`src/rtl/pc_fetch_if.sv`:
```
// Instruction-ROM read channel: registered request/address out, ack/data back.
interface pc_fetch_if #(
  parameter int unsigned ADDR_W = 32,
  parameter int unsigned DATA_W = 32
);
  logic              romReq;
  logic [ADDR_W-1:0] romAddr;
  logic              romAck;
  logic [DATA_W-1:0] romData;

  modport master (output romReq, output romAddr, input romAck, input romData);
  modport slave  (input romReq, input romAddr, output romAck, output romData);
endinterface

```
`src/rtl/pc_fetch.sv`:
```
// Instruction-fetch stage: owns the PC, issues ROM reads, buffers returned
// instructions in a 2-entry in-order queue and presents the head to IF/ID.
module pc_fetch #(
  parameter int unsigned       ADDR_W    = 32,
  parameter int unsigned       DATA_W    = 32,
  parameter logic [ADDR_W-1:0] RESET_PC  = '0,
  parameter logic [DATA_W-1:0] NOP_INSTR = DATA_W'(32'h00000013)
) (
  input  logic              clk,
  input  logic              resetIn,
  input  logic              enable,
  input  logic              branchTaken,
  input  logic [ADDR_W-1:0] branchAddr,
  pc_fetch_if.master        rom,
  output logic [ADDR_W-1:0] addrOut,
  output logic [DATA_W-1:0] dataOut,
  output logic              validOut
);

  localparam int unsigned PC_STEP = 4;
  localparam int unsigned CNT_W   = 2;

  typedef enum logic {ST_FETCH, ST_DRAIN} state_t;

  state_t             state_q, state_d;
  logic               req_q, req_d;
  logic [ADDR_W-1:0]  addr_q, addr_d;
  logic [ADDR_W-1:0]  redir_q, redir_d;
  logic [CNT_W-1:0]   count_q, count_d;
  logic [ADDR_W-1:0]  qa_q [2];
  logic [ADDR_W-1:0]  qa_d [2];
  logic [DATA_W-1:0]  qd_q [2];
  logic [DATA_W-1:0]  qd_d [2];

  logic               ack;
  logic               consume;
  logic               push;
  logic               wr_tail;
  logic [CNT_W-1:0]   next_count;

  // State register
  always_ff @(posedge clk) begin
    if (resetIn) begin
      state_q <= ST_FETCH;
      req_q   <= 1'b0;
      addr_q  <= RESET_PC;
      redir_q <= RESET_PC;
      count_q <= '0;
      for (int i = 0; i < 2; i++) begin
        qa_q[i] <= RESET_PC;
        qd_q[i] <= NOP_INSTR;
      end
    end else begin
      state_q <= state_d;
      req_q   <= req_d;
      addr_q  <= addr_d;
      redir_q <= redir_d;
      count_q <= count_d;
      for (int i = 0; i < 2; i++) begin
        qa_q[i] <= qa_d[i];
        qd_q[i] <= qd_d[i];
      end
    end
  end

  // Next-state: request/PC control, queue push/pop, redirect and drain handling
  always_comb begin
    state_d    = state_q;
    req_d      = req_q;
    addr_d     = addr_q;
    redir_d    = redir_q;
    count_d    = count_q;
    for (int i = 0; i < 2; i++) begin
      qa_d[i] = qa_q[i];
      qd_d[i] = qd_q[i];
    end
    ack        = req_q & rom.romAck;
    consume    = enable & (count_q != '0) & ~branchTaken;
    push       = 1'b0;
    wr_tail    = 1'b0;
    next_count = count_q;

    case (state_q)
      ST_FETCH: begin
        if (branchTaken) begin
          count_d = '0;
          if (!req_q || ack) begin
            addr_d = branchAddr;
            req_d  = 1'b1;
          end else begin
            state_d = ST_DRAIN;
            redir_d = branchAddr;
          end
        end else begin
          push       = ack;
          next_count = count_q + CNT_W'(push) - CNT_W'(consume);
          count_d    = next_count;
          if (consume && count_q == CNT_W'(2)) begin
            qa_d[0] = qa_q[1];
            qd_d[0] = qd_q[1];
          end
          // Push lands behind whatever survives this cycle's consume
          wr_tail = (count_q == CNT_W'(1)) && !consume;
          if (push) begin
            qa_d[wr_tail] = addr_q;
            qd_d[wr_tail] = rom.romData;
            addr_d        = addr_q + ADDR_W'(PC_STEP);
          end
          req_d = (req_q & ~ack) | (next_count <= CNT_W'(1));
        end
      end
      ST_DRAIN: begin
        if (branchTaken) redir_d = branchAddr;
        if (ack) begin
          state_d = ST_FETCH;
          addr_d  = branchTaken ? branchAddr : redir_q;
          req_d   = 1'b1;
        end
      end
      default: state_d = ST_FETCH;
    endcase
  end

  assign rom.romReq  = req_q;
  assign rom.romAddr = addr_q;
  assign addrOut     = qa_q[0];
  assign dataOut     = (count_q == '0) ? NOP_INSTR : qd_q[0];
  assign validOut    = (count_q != '0);

endmodule

```
`src/flat_wrapper.sv`:
```
// flat-port wrapper written by rule: the top's interface ports become plain ports
module pc_fetch_flat 
#(
  parameter int unsigned       ADDR_W    = 32,
  parameter int unsigned       DATA_W    = 32,
  parameter logic [ADDR_W-1:0] RESET_PC  = '0,
  parameter logic [DATA_W-1:0] NOP_INSTR = DATA_W'(32'h00000013)
)
  (clk, resetIn, enable, branchTaken, branchAddr, addrOut, dataOut, validOut, rom_romReq, rom_romAddr, rom_romAck, rom_romData);
  pc_fetch_if #(.ADDR_W(ADDR_W), .DATA_W(DATA_W)) rom_i ();
  input  logic clk;
  input  logic resetIn;
  input  logic enable;
  input  logic branchTaken;
  input  logic [ADDR_W-1:0] branchAddr;
  output logic [ADDR_W-1:0] addrOut;
  output logic [DATA_W-1:0] dataOut;
  output logic validOut;
  output wire logic [$bits(rom_i.romReq)-1:0] rom_romReq;
  output wire logic [$bits(rom_i.romAddr)-1:0] rom_romAddr;
  input wire logic [$bits(rom_i.romAck)-1:0] rom_romAck;
  input wire logic [$bits(rom_i.romData)-1:0] rom_romData;
  assign rom_romReq = rom_i.romReq;
  assign rom_romAddr = rom_i.romAddr;
  assign rom_i.romAck = rom_romAck;
  assign rom_i.romData = rom_romData;
  pc_fetch #(.ADDR_W(ADDR_W), .DATA_W(DATA_W), .RESET_PC(RESET_PC), .NOP_INSTR(NOP_INSTR)) u_core (.clk(clk), .resetIn(resetIn), .enable(enable), .branchTaken(branchTaken), .branchAddr(branchAddr), .rom(rom_i), .addrOut(addrOut), .dataOut(dataOut), .validOut(validOut));
endmodule
```
`config.mk`:
```
export PLATFORM = sky130hd
export DESIGN_NAME = pc_fetch_flat
export DESIGN_NICKNAME = d
export VERILOG_FILES = /design/src/rtl/pc_fetch_if.sv /design/src/rtl/pc_fetch.sv /design/src/flat_wrapper.sv
export SDC_FILE = /design/constraint.sdc
export NUM_CORES = 1
export LEC_CHECK = 0
export BUFFER_PORTS_ARGS = -buffer_cell sky130_fd_sc_hd__buf_2
export CORE_UTILIZATION = 35
export DETAILED_ROUTE_END_ITERATION = 16
export GPL_ROUTABILITY_DRIVEN = 0
export HOLD_SLACK_MARGIN = 0.02
export PLACE_DENSITY = 0.55
export SLEW_MARGIN = 20
export SYNTH_ARGS = -nofsm -noshare
export SYNTH_HDL_FRONTEND = slang
export SYNTH_SLANG_ARGS = --single-unit
export TNS_END_PERCENT = 10
```
`constraint.sdc`:
```
create_clock -name clk -period 2.09 [get_ports clk]
set_clock_uncertainty 0.2 [all_clocks]
set_input_delay 0.418 -clock clk [delete_from_list [all_inputs] [get_ports clk]]
set_output_delay 0.418 -clock clk [all_outputs]
set_load 0.005 [all_outputs]
```
==> results of run 1 <==
[cell usage in the layout, fill, tap and decap left out, types with 16 or more instances in the layout]
master	netlist	final
a21oi_1	168	165
a311oi_1	39	38
buf_2	12	165
buf_4	32	110
clkbuf_16	0	17
dfxtp_1	196	187
dlygate4sd3_1	0	48
inv_1	16	16
nand2_1	321	321
nor2_1	68	66
nor2b_1	38	35
o21ai_0	76	75
or3_1	27	24
[stage by stage]
step                total power [W]  setup WS, ns  instances  hold slack [ns]
finish                      0.00870        0.0117       1800           0.0326
global route                0.00909       -0.0434       1800           0.0251
CTS                         0.00876      -0.00789       1797           0.0201
detailed placement          0.00535        -0.145       1716            0.242
global placement            0.00534        -0.117       1716            0.237
floorplan                   0.00474       -0.0677       1231            0.231
[worst paths after layout]
| path | to | slack, ns | depth (start not counted) |
|---|---|---|---|
| max | dataOut[10] | 0.01 | 5 |
| min | flip-flop | 0.03 | 3 |
| max reg2reg | u_core.rom.romAddr[30] | 0.05 | 7 |
| min reg2reg | flip-flop | 0.25 | 2 |
[power groups by stage]
stage                     registers (W)  clock network, W  logic [W]
after floorplan                 0.00409                 0   0.000651
after detailed placement        0.00409                 0    0.00126
after global routing            0.00403           0.00357    0.00148
after global placement          0.00409                 0    0.00125
after CTS                       0.00400           0.00342    0.00134
final                           0.00401           0.00333    0.00136
[final cells by class]
type                       instances  area [um^2]
timing repair buffer             340         2430
tap                              330          413
fill                            2624        13300
inverter                          16         60.1
clock inverter                    15          176
multi-input combinational        886         4670
clock buffer                      17          425
sequential                       196         3940
[routing by layer]
metal  wire length, um  global-route usage
met1             14500               0.323
met2             12900               0.329
met3              1410              0.0305
met4               592              0.0686
met5                 0                   0
[kinds of logic (layout without fill, tap and decap cells)]
logic type / Yosys count / after routing
adder cells (fa/ha/maj): 3 / 3
AND/OR/NAND/NOR: 532 / 532
buffers and inverters: 149 / 388
multiplexers: 10 / 10
AO/OA/AOI/OAI: 337 / 337
XOR/XNOR: 4 / 4
flip-flops: 196 / 196
[worst min-delay path, stage by stage]
cell,delay (ns)
buf_2,0.11
nand2_1,0.05
a21oi_1,0.05
[what timing repair did]
| item | 4_1_cts | 5_1_grt |
|---|---|---|
| pin swaps | 0 | 6 |
| hold buffers | 48 | 0 |
| hold endpoints to repair | 48 | 0 |
| gates resized for setup | 13 | 26 |
| setup endpoints to repair | 28 | 100 |
| buffers inserted | 1 | 3 |
==> flow_summary_export.csv, run 1 <==
group,metric,value,unit
run_status,status,"finished, final reports clean",
floorplanning,dieArea,26800,um^2
power,ir_drop,0.457,mV
clocking,cts_htree_levels,4,
grt,grt_max_degree,57,
timing,finalCritPeriodShare,0.994,
synthesis,yosysTopAreaCellShare,0.429,
min_path,min-delay-start,"rom_romData[28]",
synthesis,synth_commonest_cells,"nand2_1, dfxtp_1, a21oi_1",
placement,place.port_buffers,166,
synthesis,synth_xor_area_frac,0.00383,
synthesis,synthMuxAreaShare,0.0110,
grt,antenna_found_initial,0,
synthesis,synthTopCellsByArea,"dfxtp_1, nand2_1, a21oi_1, o21ai_0, a311oi_1",
drt,postRouteAntennaNets,0,
synthesis,netlist-cell-type-count,55,
timing,clock.fmax,481,MHz
critical_path,crit_fanout,22,
critical_path,crit_start,"u_core.count_q[0]",
timing,tightest_slew,0.479,ns
synthesis,syn_nets,1303,
grt,grt_pass1_wl,45900,um
final_layout,drive_above_1_share,0.252,
grt,grt_pass1_vias,8346,
critical_path,worst_setup_path_start_kind,"flip-flop",
drt,drtIter0Drc,597,
final_layout,diodes,0,
floorplanning,fp-row-count,58,
clocking,clockRootBuffer,"clkbuf_16",
final_layout,finish.utilization,0.477,
final_layout,postLayoutCellArea,12100,um^2
power,p_sw,0.00258,W
synthesis,syn_inst,1231,
power,pwr-share-comb,0.156,
power,power_density,719,nW/um^2
clocking,numClockSinks,196,
run,max_cap_viol_count,0,
drt,routedWlPerCell,16.4,um
power,p_int,0.00612,W
grt,gr-usage-all-layers,0.220,
synthesis,synth_compound_area_frac,0.216,
synthesis,synthesis.area,9140,um^2
clocking,path_clk_slew,0.08,ns
timing,rsz0062_at_grt,"true",
synthesis,synth_top_flop_cell,"dfxtp_1",
critical_path,cp.arrival,1.46,ns
floorplanning,dieHeight,164,um
placement,placed_area,10800,um^2
critical_path,slowest_delay,0.39,ns
drt,drc,0,
synthesis,syn-mean-instance-area,7.42,um^2
clocking,clock_path_buffers,2,
synthesis,synth_top_cell_by_area,"dfxtp_1",
critical_path,crit_family,"buffers and inverters",
grt,gr-total-overflow,0,
clocking,clk_latency,0.44,ns
synthesis,synth_top_family_by_area,"simple AND/OR/NAND/NOR gates",
clocking,cts_tree,"done",
critical_path,worstPathCellList,"nor2_4 > buf_6 > buf_12 > nor2b_1 > buf_2",
synthesis,synth_edf_count,0,
synthesis,yosys_warnings,0,
power,p_seq_frac,0.461,
critical_path,crit_path_top_delay_cell,"dfxtp_2",
timing,hold_viol,0,
synthesis,ys_ff_latch,196,
placement,hpwl,20200,um
clocking,cts_buffers,17,
drt,via_count,9295,
timing,slew_headroom,0.677,
power,leakage,4.70,nW
floorplanning,initial_core_util,0.360,
drt,drt_wl_total,29500,um
final_layout,syn_to_final_growth,32.5,%
timing,finalSetupTns,0,ns
power,swShare,0.297,
timing,finalSetupViolCount,0,
synthesis,synthSimpleGateAreaFrac,0.260,
synthesis,async_flop_share,0,
timing,period_needed,2.08,ns
synthesis,yosysMostFrequentCell,"nand2_1",
final_layout,finalNetCount,1529,
critical_path,cp-end-kind,"output port",
floorplanning,fp.coreArea,25400,um^2
drt,viasPerCell,5.16,
drt,firstDrtPassIters,5,
synthesis,synth-seq-area-share,0.429,
critical_path,critPathRequiredTime,1.47,ns
floorplanning,ios,167,
synthesis,synth_fa_ha_area_frac,0.00411,
critical_path,crit_type,"flip-flop to output port",
power,pwr-share-clk,0.383,
floorplanning,fp.dieW,164,um
critical_path,r2r-start,"u_core.rom.romAddr[2]",
min_path,holdCritPathClass,"input pin to flip-flop",
timing,finalMaxSlewViolations,0,
critical_path,worst-path-buf-inv,3,
(Power assumes the default switching activity.)
==> run 2: changes to the inputs <==
--- a/config.mk
+++ b/config.mk
@@ -10,7 +10,8 @@
 export DETAILED_ROUTE_END_ITERATION = 16
 export GPL_ROUTABILITY_DRIVEN = 0
 export HOLD_SLACK_MARGIN = 0.02
-export PLACE_DENSITY = 0.55
+export PLACE_DENSITY = 0.53
+export SKIP_LAST_GASP = 1
 export SLEW_MARGIN = 20
 export SYNTH_ARGS = -nofsm -noshare
 export SYNTH_HDL_FRONTEND = slang
==> constraint.sdc (replaced) <==
create_clock -name clk -period 2.25 [get_ports clk]
set_clock_uncertainty 0.2 [all_clocks]
set_input_delay 0.45 -clock clk [delete_from_list [all_inputs] [get_ports clk]]
set_output_delay 0.45 -clock clk [all_outputs]
set_load 0.005 [all_outputs]
==> flow_summary_export.csv, run 2 (synthesis results as in run 1) <==
group,metric,value,unit
power,leakage,4.31,nW
critical_path,crit_fanout,33,
critical_path,cp.arrival,1.54,ns
timing,period_needed,2.19,ns
clocking,cts_buffers,17,
critical_path,crit_family,"flip-flops",
grt,antenna_found_initial,0,
critical_path,worstPathCellList,"nor2_2 > buf_6 > or2_2 > buf_2",
grt,gr-usage-all-layers,0.215,
clocking,path_clk_slew,0.08,ns
min_path,holdCritPathClass,"input pin to flip-flop",
grt,gr-total-overflow,0,
grt,grt_pass1_vias,8004,
final_layout,syn_to_final_growth,22.8,%
final_layout,drive_above_1_share,0.223,
drt,drtIter0Drc,669,
final_layout,finish.utilization,0.442,
timing,tightest_slew,0.679,ns
critical_path,worst-path-buf-inv,2,
drt,drc,0,
critical_path,cp-end-kind,"output port",
timing,clock.fmax,457,MHz
clocking,cts_tree,"done",
critical_path,slowest_delay,0.38,ns
power,power_density,713,nW/um^2
floorplanning,dieHeight,164,um
critical_path,crit_type,"flip-flop to output port",
floorplanning,fp-row-count,58,
final_layout,diodes,0,
final_layout,final_common_cell,"nand2_1",
clocking,clk_latency,0.44,ns
drt,via_count,8894,
critical_path,worst_setup_path_start_kind,"flip-flop",
drt,viasPerCell,5.18,
placement,dp.cells,1684,
timing,finalSetupViolCount,0,
clocking,numClockSinks,196,
critical_path,crit_path_top_delay_cell,"dfxtp_1",
floorplanning,initial_core_util,0.360,
grt,grt_max_degree,90,
timing,hold_viol,0,
timing,slew_headroom,0.547,
floorplanning,fp.dieW,164,um
timing,finalSetupTns,0,ns
timing,finalMaxSlewViolations,0,
clocking,postCtsHoldBufs,0,
floorplanning,fp.coreArea,25400,um^2
clocking,cts_htree_levels,4,
drt,postRouteAntennaNets,0,
final_layout,layout_common_cells,"nand2_1, dfxtp_1, a21oi_1, buf_2, buf_4",
placement,hpwl,19600,um
final_layout,final_cells,1716,
grt,grt_pass1_wl,44700,um
drt,drt_wl_total,28800,um
clocking,cts_setup_buffers,0,
floorplanning,dieArea,26800,um^2
clocking,clock_path_buffers,2,
floorplanning,ios,167,
placement,place.port_buffers,166,
final_layout,finalNetCount,1445,
run,max_cap_viol_count,0,
timing,rsz0062_at_grt,"true",
drt,firstDrtPassIters,5,
timing,finalCritPeriodShare,0.972,
clocking,clockRootBuffer,"clkbuf_16",
power,ir_drop,0.387,mV
power,p_total,0.00800,W
drt,routedWlPerCell,16.8,um
critical_path,critPathRequiredTime,1.60,ns
run_status,status,"finished, final reports clean",
run 2: what timing repair did:
| item | in CTS | in global routing |
|---|---|---|
| gates resized for setup | 2 | 3 |
| pin swaps | 0 | 0 |
| endpoints found under the setup margin | 8 | 4 |
run 2: per-layer routing:
| metal | up-vias | GRT usage | share of wire |
|---|---|---|---|
| met5 | - | 0 | 0 |
| met4 | 0 | 0.0543 | 0.014 |
| met3 | 25 | 0.0345 | 0.054 |
| met2 | 263 | 0.311 | 0.43 |
| met1 | 4128 | 0.324 | 0.50 |
| li1 | 4478 | - | - |
run 2: cell type report:
| type | count | area, um^2 |
|---|---|---|
| Inverter | 16 | 60.1 |
| Multi-Input combinational cell | 886 | 4570 |
| Sequential cell | 196 | 3930 |
| Tap cell | 330 | 413 |
| Clock buffer | 17 | 425 |
| Clock inverter | 15 | 189 |
| Fill cell | 2650 | 14200 |
| Timing Repair Buffer | 256 | 1640 |
run 2: where the power goes:
group | switching, W | internal [W] | leakage [nW]
logic | 0.000683 | 0.000441 | 2.41
registers | 0.000105 | 0.00362 | 1.59
clock network | 0.00162 | 0.00154 | 0.300
total | 0.00241 | 0.00560 | 4.31
run 2: path summary, 6_finish.rpt:
path              slack (ns)  depth (start not counted)                      to                    from
setup / recovery        0.06                          4              dataOut[0]       u_core.count_q[0]
hold / removal          0.04                          2      u_core.redir_q[24]                 resetIn
setup reg to reg        0.12                          6  u_core.rom.romAddr[31]  u_core.rom.romAddr[18]
hold reg to reg         0.25                          2               flip-flop               flip-flop
run 2: metrics by stage:
stage	setup WS (ns)	area, um^2	hold slack [ns]
detailed placement	-0.00271	10600	0.243
finish	0.0632	11200	0.0445
floorplan	0.0166	9140	0.231
CTS	0.0394	11200	0.0314
global placement	0.0523	10600	0.237
global route	-0.0119	11200	0.0269
run 2: worst register-to-register path, delay by kind of cell (launching register included):
family	cells	cell delay [ns]
compound gates	2	0.21
buf+inv	1	0.18
flops	1	0.36
simple gates	3	1.14
==> run 3: changes to the inputs <==
--- a/config.mk
+++ b/config.mk
@@ -10,10 +10,8 @@
 export DETAILED_ROUTE_END_ITERATION = 16
 export GPL_ROUTABILITY_DRIVEN = 0
 export HOLD_SLACK_MARGIN = 0.02
-export PLACE_DENSITY = 0.53
 export SKIP_LAST_GASP = 1
 export SLEW_MARGIN = 20
 export SYNTH_ARGS = -nofsm -noshare
 export SYNTH_HDL_FRONTEND = slang
 export SYNTH_SLANG_ARGS = --single-unit
-export TNS_END_PERCENT = 10
==> flow_summary_export.csv, run 3 (synthesis results as in run 1) <==
group,metric,value,unit
power,ir_drop,0.433,mV
drt,wl_met2,11900,um
drt,routedWlPerCell,16.3,um
clocking,cts_setup_buffers,0,
clocking,path_clk_slew,0.09,ns
power,pwr-share-comb,0.137,
floorplanning,initial_core_util,0.360,
power,p_total,0.00808,W
power,swShare,0.295,
critical_path,crit_fanout,33,
grt,grt_max_degree,107,
floorplanning,dieArea,26800,um^2
final_layout,fill_cells,2604,
timing,hold_ws,0.0466,ns
final_layout,syn_to_final_growth,22.8,%
floorplanning,dieHeight,164,um
drt,drc,0,
timing,clock.fmax,463,MHz
power,pwr-share-clk,0.403,
drt,drtIter0Drc,628,
power,p_sw,0.00238,W
drt,firstDrtPassIters,5,
timing,finalSetupViolCount,0,
timing,finalSetupTns,0,ns
final_layout,finish.utilization,0.442,
power,p_seq_frac,0.461,
drt,postRouteAntennaNets,0,
power,leakage,4.30,nW
placement,hpwl,18900,um
drt,top_layer,"met4",
drt,via_count,8925,
critical_path,cp-end-kind,"output port",
drt,viasPerCell,5.21,
timing,tightest_slew,0.525,ns
floorplanning,fp.coreArea,25400,um^2
run_status,status,"finished, final reports clean",
floorplanning,fp.dieW,164,um
final_layout,finalNetCount,1441,
drt,wl_met3,1490,um
final_layout,diodes,0,
timing,finalMaxSlewViolations,0,
drt,wl_met1,13900,um
final_layout,final_common_cell,"nand2_1",
grt,gr-usage-all-layers,0.208,
clocking,clock_path_buffers,2,
power,p_int,0.00570,W
critical_path,critPathRequiredTime,1.60,ns
timing,slew_headroom,0.650,
final_layout,layout_common_cells,"nand2_1, dfxtp_1, a21oi_1, buf_2",
clocking,clockRootBuffer,"clkbuf_16",
critical_path,worstPathCellList,"nor2_2 > buf_8 > or2_2 > buf_2",
floorplanning,fp-row-count,58,
critical_path,worst_setup_path_start_kind,"flip-flop",
critical_path,crit_path_top_delay_cell,"dfxtp_4",
clocking,clk_latency,0.44,ns
final_layout,drive_above_1_share,0.222,
grt,grt_pass1_vias,7806,
grt,gr-total-overflow,0,
timing,hold_viol,0,
grt,antenna_found_initial,0,
timing,period_needed,2.16,ns
critical_path,cp.arrival,1.51,ns
floorplanning,ios,167,
timing,finalCritPeriodShare,0.961,
clocking,cts_tree,"done",
clocking,cts_buffers,17,
placement,place.port_buffers,166,
power,power_density,721,nW/um^2
critical_path,slowest_delay,0.39,ns
clocking,cts_htree_levels,4,
min_path,holdCritPathClass,"input pin to flip-flop",
run,max_cap_viol_count,0,
grt,grt_pass1_wl,43300,um
drt,drt_wl_total,28000,um
clocking,numClockSinks,196,
critical_path,crit_type,"flip-flop to output port",
[run 3: final cells by class]
type,count,area [um^2],share of cell area
clock inverters,15,215,0.0192
multi-input cells,886,4560,0.407
well taps,330,413,0.0368
inverters,16,60.1,0.00535
clock buffers,17,425,0.0379
flip-flops and latches,196,3930,0.350
repair buffers,252,1610,0.144
[run 3: per-layer routing]
layer	GRT usage	vias to the layer above
li1	-	4473
met1	0.313	4118
met2	0.296	297
met3	0.0307	37
met4	0.0715	0
met5	0	-
[run 3: worst paths after layout]
check | depth (start not counted) | startpoint | slack [ns] | end
max reg2reg | 6 | u_core.rom.romAddr[20] | 0.12 | u_core.rom.romAddr[26]
min | 3 | rom_romData[21] | 0.05 | flip-flop
min reg2reg | 2 | flip-flop | 0.25 | flip-flop
max | 4 | u_core.count_q[1] | 0.09 | dataOut[4]
[run 3: critical path: cells and delay by family, from the launching register on]
family	cells	cell delay, ns
flip-flops	1	0.39
AND/OR/NAND/NOR	2	0.37
buffers and inverters	2	0.30
[run 3: through the flow]
| stage | cells | cell area [um^2] | setup slack, ns |
|---|---|---|---|
| 6_report | 1712 | 11200 | 0.0884 |
| 5_1_grt | 1712 | 11200 | -0.00423 |
| 4_1_cts | 1712 | 11200 | 0.0183 |
| 3_5_place_dp | 1680 | 10600 | 0.0200 |
| 3_3_place_gp | 1680 | 10600 | 0.0765 |
| 2_1_floorplan | 1231 | 9140 | 0.0166 |
[run 3: power by group through the flow]
stage | clock network, W | registers (W) | logic (W)
after global placement | 0 | 0.00380 | 0.00109
final | 0.00326 | 0.00372 | 0.00110
after CTS | 0.00335 | 0.00372 | 0.00110
after global routing | 0.00348 | 0.00374 | 0.00121
after floorplan | 0 | 0.00379 | 0.000604
after detailed placement | 0 | 0.00380 | 0.00110
[run 3: repair_timing]
item                                    in CTS  in global routing
gates resized for setup                      2                  6
gates cloned                                 0                  0
endpoints found under the setup margin      18                  9
pin swaps                                    0                  0
hold buffers                                 0                  0
